--- config.mk ---
export PLATFORM = sky130hd
export DESIGN_NAME = exc_ctrl
export DESIGN_NICKNAME = d
export VERILOG_FILES = /design/src/rtl/exc_ctrl.sv
export SDC_FILE = /design/constraint.sdc
export NUM_CORES = 1
export LEC_CHECK = 0
export ABC_CLOCK_PERIOD_IN_PS = 5550
export CAP_MARGIN = 30
export CORE_ASPECT_RATIO = 0.9
export CORE_MARGIN = 1
export CORE_UTILIZATION = 25
export CTS_BUF_LIST = sky130_fd_sc_hd__clkbuf_8
export CTS_CLUSTER_DIAMETER = 40
export DETAILED_ROUTE_END_ITERATION = 10
export HOLD_SLACK_MARGIN = 0.12
export PLACE_DENSITY_LB_ADDON = 0.05
export SLEW_MARGIN = 25
export SYNTH_ARGS = -nofsm -noshare
export SYNTH_HDL_FRONTEND = slang
export SYNTH_SLANG_ARGS = --single-unit
--- constraint.sdc ---
create_clock -name cpu_clk_50M -period 5.55 [get_ports cpu_clk_50M]
set_input_delay 0.8325 -clock cpu_clk_50M [delete_from_list [all_inputs] [get_ports cpu_clk_50M]]
set_output_delay 0.8325 -clock cpu_clk_50M [all_outputs]
set_load 0.005 [all_outputs]
--- src/rtl/exc_ctrl.sv ---
// exc_ctrl - exception/interrupt sequencer between the MEM stage and cp0.
//
// Picks the highest-priority event among interrupts, the MEM-stage exception
// flags and ERET. It reports that event to cp0 as a one-cycle exccode pulse,
// flushes the pipeline for FLUSH_CYC cycles, and then hands the cp0 handler
// address to IF through a valid/ready redirect handshake.
//
// Build option:
//   EXC_INT_SYNC_EN  defined   : int_i goes through a two-flop synchroniser
//                                (2 cycles from int_i to int_pend).
//                    undefined : a single register stage (1 cycle).
//
// Parameters:
//   FLUSH_CYC         number of cycles flush_o is high, COMMIT included (1..7)
//
// Ports:
//   cpu_clk_50M       clock
//   cpu_rst_n         asynchronous active-low reset
//   int_i[5:0]        raw hardware interrupts (IM[15:10])
//   sw_ip_i[1:0]      software interrupt pending bits, Cause[9:8]
//   status_i[31:0]    cp0 Status (IE=bit0, EXL=bit1, IM=bits15:8)
//   mem_valid_i       a valid instruction is in MEM
//   mem_pc_i          MEM-stage PC
//   mem_in_delay_i    the MEM instruction sits in a delay slot
//   mem_exc_i[6:0]    {AdES, AdEL data, Bp, Sys, Ov, RI, AdEL fetch}
//   mem_eret_i        the MEM instruction is ERET
//   mem_daddr_i       data address of the MEM instruction
//   cp0_excaddr_i     handler address (or EPC for ERET) from cp0
//   redirect_ready_i  IF accepts the redirect
//   exccode_o         event code to cp0; NONE (10h) outside COMMIT
//   exc_pc_o          PC of the excepting instruction
//   in_delay_o        delay-slot flag of the excepting instruction
//   badvaddr_o        faulting address
//   flush_o           flushes IF..MEM
//   stall_o           freezes the pipeline
//   redirect_valid_o  redirect request to IF
//   redirect_pc_o     new fetch PC

module exc_ctrl #(
    parameter int FLUSH_CYC = 2
) (
    input  logic        cpu_clk_50M,
    input  logic        cpu_rst_n,
    input  logic [5:0]  int_i,
    input  logic [1:0]  sw_ip_i,
    input  logic [31:0] status_i,
    input  logic        mem_valid_i,
    input  logic [31:0] mem_pc_i,
    input  logic        mem_in_delay_i,
    input  logic [6:0]  mem_exc_i,
    input  logic        mem_eret_i,
    input  logic [31:0] mem_daddr_i,
    input  logic [31:0] cp0_excaddr_i,
    input  logic        redirect_ready_i,
    output logic [4:0]  exccode_o,
    output logic [31:0] exc_pc_o,
    output logic        in_delay_o,
    output logic [31:0] badvaddr_o,
    output logic        flush_o,
    output logic        stall_o,
    output logic        redirect_valid_o,
    output logic [31:0] redirect_pc_o
);

    localparam logic [4:0] EXC_INT  = 5'h00;
    localparam logic [4:0] EXC_ADEL = 5'h04;
    localparam logic [4:0] EXC_ADES = 5'h05;
    localparam logic [4:0] EXC_SYS  = 5'h08;
    localparam logic [4:0] EXC_BP   = 5'h09;
    localparam logic [4:0] EXC_RI   = 5'h0A;
    localparam logic [4:0] EXC_OV   = 5'h0C;
    localparam logic [4:0] EXC_NONE = 5'h10;
    localparam logic [4:0] EXC_ERET = 5'h11;

    localparam logic [1:0] S_IDLE     = 2'd0;
    localparam logic [1:0] S_COMMIT   = 2'd1;
    localparam logic [1:0] S_FLUSH    = 2'd2;
    localparam logic [1:0] S_REDIRECT = 2'd3;

    // COMMIT itself is the first flush cycle, so the FLUSH counter covers
    // the remaining FLUSH_CYC-1 cycles and runs down to 0.
    localparam logic [2:0] FLUSH_LOAD = (FLUSH_CYC > 1) ? 3'(FLUSH_CYC - 2) : 3'd0;

    logic [1:0]  state;
    logic [2:0]  flush_cnt;
    logic [5:0]  int_s;
    logic        int_pend;
    logic [4:0]  code_p0;
    logic [31:0] badv_p0;
    logic        take_p0;
    logic [4:0]  code_p1;
    logic [31:0] pc_p1;
    logic        delay_p1;
    logic [31:0] badv_p1;
    logic [31:0] redirect_pc;

    // Only IE, EXL and IM are used from Status.
    logic        status_unused;
    assign status_unused = ^{status_i[31:16], status_i[7:2]};

    // ---- interrupt input registering ----
`ifdef EXC_INT_SYNC_EN
    logic [5:0] int_meta;

    always_ff @(posedge cpu_clk_50M or negedge cpu_rst_n) begin
        if (!cpu_rst_n) begin
            int_meta <= '0;
            int_s    <= '0;
        end else begin
            int_meta <= int_i;
            int_s    <= int_meta;
        end
    end
`else
    always_ff @(posedge cpu_clk_50M or negedge cpu_rst_n) begin
        if (!cpu_rst_n) begin
            int_s <= '0;
        end else begin
            int_s <= int_i;
        end
    end
`endif

    assign int_pend = status_i[0] & ~status_i[1] &
                      (|({int_s, sw_ip_i} & status_i[15:8]));

    // ---- stage p0: priority selection in MEM ----
    always_comb begin
        code_p0 = EXC_NONE;
        badv_p0 = '0;
        if (int_pend) begin
            code_p0 = EXC_INT;
        end else if (mem_exc_i[0]) begin
            code_p0 = EXC_ADEL;
            badv_p0 = mem_pc_i;
        end else if (mem_exc_i[1]) begin
            code_p0 = EXC_RI;
        end else if (mem_exc_i[2]) begin
            code_p0 = EXC_OV;
        end else if (mem_exc_i[3]) begin
            code_p0 = EXC_SYS;
        end else if (mem_exc_i[4]) begin
            code_p0 = EXC_BP;
        end else if (mem_exc_i[5]) begin
            code_p0 = EXC_ADEL;
            badv_p0 = mem_daddr_i;
        end else if (mem_exc_i[6]) begin
            code_p0 = EXC_ADES;
            badv_p0 = mem_daddr_i;
        end else if (mem_eret_i) begin
            code_p0 = EXC_ERET;
        end
    end

    assign take_p0 = mem_valid_i && (state == S_IDLE) && (code_p0 != EXC_NONE);

    // ---- stage p1: sequencing and captured event ----
    always_ff @(posedge cpu_clk_50M or negedge cpu_rst_n) begin
        if (!cpu_rst_n) begin
            state       <= S_IDLE;
            flush_cnt   <= '0;
            code_p1     <= EXC_NONE;
            pc_p1       <= '0;
            delay_p1    <= 1'b0;
            badv_p1     <= '0;
            redirect_pc <= '0;
        end else begin
            case (state)
                S_IDLE: begin
                    if (take_p0) begin
                        code_p1  <= code_p0;
                        pc_p1    <= mem_pc_i;
                        delay_p1 <= mem_in_delay_i;
                        badv_p1  <= badv_p0;
                        state    <= S_COMMIT;
                    end
                end
                S_COMMIT: begin
                    // cp0 has just seen exccode, so its handler address
                    // (or EPC for ERET) is valid here.
                    redirect_pc <= cp0_excaddr_i;
                    flush_cnt   <= FLUSH_LOAD;
                    state       <= (FLUSH_CYC > 1) ? S_FLUSH : S_REDIRECT;
                end
                S_FLUSH: begin
                    if (flush_cnt == 3'd0) begin
                        state <= S_REDIRECT;
                    end else begin
                        flush_cnt <= flush_cnt - 3'd1;
                    end
                end
                S_REDIRECT: begin
                    if (redirect_ready_i) begin
                        state <= S_IDLE;
                    end
                end
                default: state <= S_IDLE;
            endcase
        end
    end

    assign exccode_o        = (state == S_COMMIT) ? code_p1 : EXC_NONE;
    assign exc_pc_o         = pc_p1;
    assign in_delay_o       = delay_p1;
    assign badvaddr_o       = badv_p1;
    assign flush_o          = (state == S_COMMIT) || (state == S_FLUSH);
    assign stall_o          = (state != S_IDLE) || take_p0;
    assign redirect_valid_o = (state == S_REDIRECT);
    assign redirect_pc_o    = redirect_pc;

endmodule

Word-level counts from Yosys, hierarchy flattened
Index checks and enable logic that the tools add are counted.
Storage, ports and cells
  register bits after elaboration: 113
  logic and storage cells: 57
  input port bits: 149
Cells by class
  reductions and logical operators: 12
  eq/ne operators: 8
  bitwise operators: 4
  mux-type cells: 24
  $add $sub $neg: 1
Operators by type and width (number)
  $mux 32: 8
  $mux 5: 9
  $and 8x8->8: 1
  $ne 2x2->1 const B: 4
  $pmux 2 s4: 1
  $reduce_or 8->1: 1
  $mux 2: 3
  $pmux 3 s2: 1
  $ne 5x5->1 const B: 1
  $eq 2x2->1 const B: 2
  $reduce_and 2->1: 2
  $reduce_bool 2->1: 2
  $logic_not 3->1: 1
  $mux 3: 1
  $reduce_and 3->1: 1
  $sub 3x1->3 const B: 1
  $and 1x1->1: 2
  $eq 2x1->1 const B: 1
  $logic_and 1x1->1: 2
  $logic_not 2->1: 1
  $logic_or 1x1->1: 2
  $mux 1: 1
  $not 1->1: 1

Logic depth before layout (Yosys ltp)
  depth after elaboration: 13
  mapped depth: 8
  depth with buffers taken out: 6

Worst setup path after synthesis
Ideal clock, no wire load.
  path type: input-to-output
  start point: input port mem_exc_i[6]
  end point: output port stall_o
  data arrival time: 1.990 ns
  stages on the path: 4
  buffers on the path: 0
  data required time: 4.718 ns
  slack: 2.728 ns
  cells stage by stage: or4_1 > a221o_1 > nor3_1 > o21ai_0
On the way
  longest elaborated chain between the ends: 11
Ends and longest elaborated chain
  start: declaration: line 50  | input logic [6:0] mem_exc_i,
  $mux 5: line 147  | end else if (mem_exc_i[6]) begin
  $mux 5: line 144  | end else if (mem_exc_i[5]) begin
  $mux 5: line 142  | end else if (mem_exc_i[4]) begin
  $mux 5: line 140  | end else if (mem_exc_i[3]) begin
  $mux 5: line 138  | end else if (mem_exc_i[2]) begin
  $mux 5: line 136  | end else if (mem_exc_i[1]) begin
  $mux 5: line 133  | end else if (mem_exc_i[0]) begin
  $mux 5: line 131  | if (int_pend) begin
  $ne 5x5->1: line 155  | assign take_p0 = mem_valid_i && (state == S_IDLE) && (code_p0 != EXC_NONE);
  $logic_and 1x1->1: line 155
  $logic_or 1x1->1: line 207  | assign stall_o = (state != S_IDLE) || take_p0;
  end: declaration: line 60  | output logic stall_o,
Every way passes these cells.

Final worst setup path
Ends and elaborated chain as after synthesis.

==> flow_summary_export.csv <==
group,metric,value,unit
detailed_routing,drt_iter0_drc,145,
yosys,async_reset_ff_frac,1.000,
sta,hold_viol,0,
yosys,avgSynthCellArea,13.98,um2
setup_path,arrival,2.98,ns
die,core,18410,um2
setup_path,crit_type,"primary input to output pin",
layout,final_common_cell,"clkdlybuf4s50_1",
grt,grt_pass1_vias,3914,
sta,setup_viol,0,
layout,drive_above_1_share,0.1880,
die,ios,254,
yosys,ys_ff_latch,113,
setup_path,max_stage_delay,0.53,ns
detailed_routing,postRouteAntennaNets,0,
grt,grt_use_total,0.1503,
sta,clock-skew-final,0.01411,ns
pwr,ir_worst_vdd,0.1867,mV
grt,grt_pass1_wl,22.29,mm
clock_tree,root_buffer,"clkbuf_8",
setup_path,r2r_cells,5,
setup_path,slowest_stage,"or4_1",
clock_tree,clock-sinks,113,
clock_tree,cts_tree,"yes",
sta,period_share,0.6873,
detailed_routing,wl,14.13,mm
place,dpl.hpwl,9.511,mm
detailed_routing,wl_per_cell,17.02,um
yosys,syn-cell-area,4711,um2
die,rows,47,
die,die_y,132.2,um
die,die_w,146.7,um
yosys,syn_inst,337,
setup_path,cp-start-kind,"primary input",
layout,finish.utilization,0.4225,
detailed_routing,vias,3746,
yosys,synth-edff-count,0,
clock_tree,clock_latency,0.44,ns
pwr,power_density,508.7,nW/um2
yosys,synth_top_area_cell,"dfrtp_1",
clock_tree,clk_pin_slew_worst_paths,0.08,ns
place,port_buffers,231,
layout,multi_input_area,1753,um2
setup_path,path_cells,"clkdlybuf4s50_1, or4_1, a221o_1, nor3_1, o21ai_0, clkdlybuf4s50_1",
sta,tightestPinTransition,0.8723,ns
clock_tree,htree_levels,4,
die,dieArea,19400,um2
detailed_routing,drc_errors,0,
layout,diodes,0,
status,status,"complete, no violations",
layout,fillers,1731,
layout,final_cells,830,
grt,antenna_found_initial,0,
setup_path,r2r_end,"exc_pc_o[22]$_DFFE_PN0P_",
sta,rsz0062_at_grt,"no",
setup_path,cp_data_required_time,4.72,ns
job,drv_cap,0,
worst_hold_path,hold_class,"primary input to asynchronous set/reset pin",
place,placed_cells,797,
yosys,syn-num-nets,493,
layout,finalNetCount,728,
detailed_routing,routed_via_density,4.513,
clock_tree,cts-resized-gates,0,
pwr,p_leak,3.218,nW
yosys,synth-warning-count,0,
setup_path,endpoint_kind,"output pin",
layout,regArea,2829,um2
yosys,synth_top_area_share,0.5950,
detailed_routing,firstDrtPassIters,6,
clock_tree,numCtsBuffers,17,
sta,setup_tns,0,ns
setup_path,crit_family,"buffers and inverters",
place,gp_congestion,0.7717,
setup_path,worstPathMaxFanout,4,
yosys,ys_top_cells_by_area,"dfrtp_1 (59%), mux2_2 (16%), a22o_1 (13%), ha_1 (1.9%), clkbuf_1 (1.1%)",
layout,syn_to_final_growth,65.10,%
layout,final_cell_mix,"clkdlybuf4s50_1 (230), dfrtp_1 (112), a22o_1 (68)",
yosys,synthDistinctLibCells,34,
clock_tree,post-cts-setup-buffers,0,
clock_tree,holdBufCountCts,0,
die,start_util,0.2559,
setup_path,crit_top_cell,"clkdlybuf4s50_1",
grt,grt_max_degree,70,
sta,fmax,262.1,MHz
setup_path,crit_buf_inv,2,
yosys,synth_ff_type,"dfrtp_1",
sta,finalWorstPathRequiredPeriod,3.815,ns
clock_tree,cts.path.max_buffers,2,
sta,finalMaxSlewViolations,0,
setup_path,rr_startpoint,"int_s[1]$_DFF_PN0_",
setup_path,reg2reg_slack,2.97,ns
grt,overflow,0,
sta,slew_headroom,0.4108,
yosys,synth-seq-area-share,0.6005,
[metrics by stage]
step / instance area [um2] / setup WS, ns / total power, mW / hold slack [ns]
6_report: 7777 / 1.735 / 3.956 / 0.3357
5_1_grt: 7777 / 1.592 / 4.209 / 0.3245
4_1_cts: 7757 / 1.731 / 4.012 / 0.3224
3_5_place_dp: 7321 / 1.734 / 3.119 / 0.4836
3_3_place_gp: 7266 / 1.717 / 3.085 / 0.4790
2_1_floorplan: 4711 / 2.728 / 2.073 / 0.4583
[flip-flops by register name, indices dropped and copies added (netlist names)]
register	count
exc_pc_o	32
redirect_pc_o	32
int_s	6
in_delay_o	1
badvaddr_o	32
state	2
code_p1	5
flush_cnt	3
[worst max path at each step]
| stage | startpoint | end | cells after the start |
|---|---|---|---|
| floorplan | mem_exc_i[6] | stall_o | 4 |
| global placement | mem_exc_i[6] | stall_o | 6 |
| detailed placement | mem_exc_i[6] | stall_o | 6 |
| CTS | mem_exc_i[6] | stall_o | 6 |
| global route | sw_ip_i[0] | stall_o | 6 |
| finish | mem_exc_i[6] | stall_o | 6 |
[power by group]
group	total [mW]	leakage, nW	internal (mW)	switching [mW]
combinational	1.69	1.62	1.14	0.543
clock	0.868	0.208	0.499	0.369
sequential	1.40	1.39	1.21	0.190
total	3.96	3.22	2.85	1.10
[cell usage after synthesis, drive strengths merged, types with 2 or more instances]
cell,count
nand2,5
nand3,2
o21ai,5
nor2,8
and2,4
ha,7
a22o,68
nand2b,3
nor3,3
inv,10
a22oi,4
buf,8
dfrtp,112
mux2,66
clkbuf,14
a21oi,2
[routing by layer]
| layer | vias to the layer above | routed length, um | GRT usage |
|---|---|---|---|
| met5 | - | 0 | 0 |
| met4 | 0 | 116 | 0.04167 |
| met3 | 7 | 1120 | 0.05675 |
| met2 | 147 | 6335 | 0.2201 |
| met1 | 1857 | 6556 | 0.2057 |
| li1 | 1735 | - | - |
[cell type report]
class                      instances  share of cell area
sequential                       113              0.3637
timing repair buffer             238              0.3105
multi-input combinational        192              0.2254
tap                              245             0.03941
clock buffer                      18             0.03185
clock inverter                    14             0.02429
inverter                          10            0.004826
[cell families after synthesis]
logic type	after synthesis	share of synthesized area
mux	67	0.1599
flops	113	0.6005
simple gates	31	0.03347
buf+inv	32	0.02948
compound gates	87	0.1580
fa+ha+maj	7	0.01859
(Power assumes the default switching activity.)
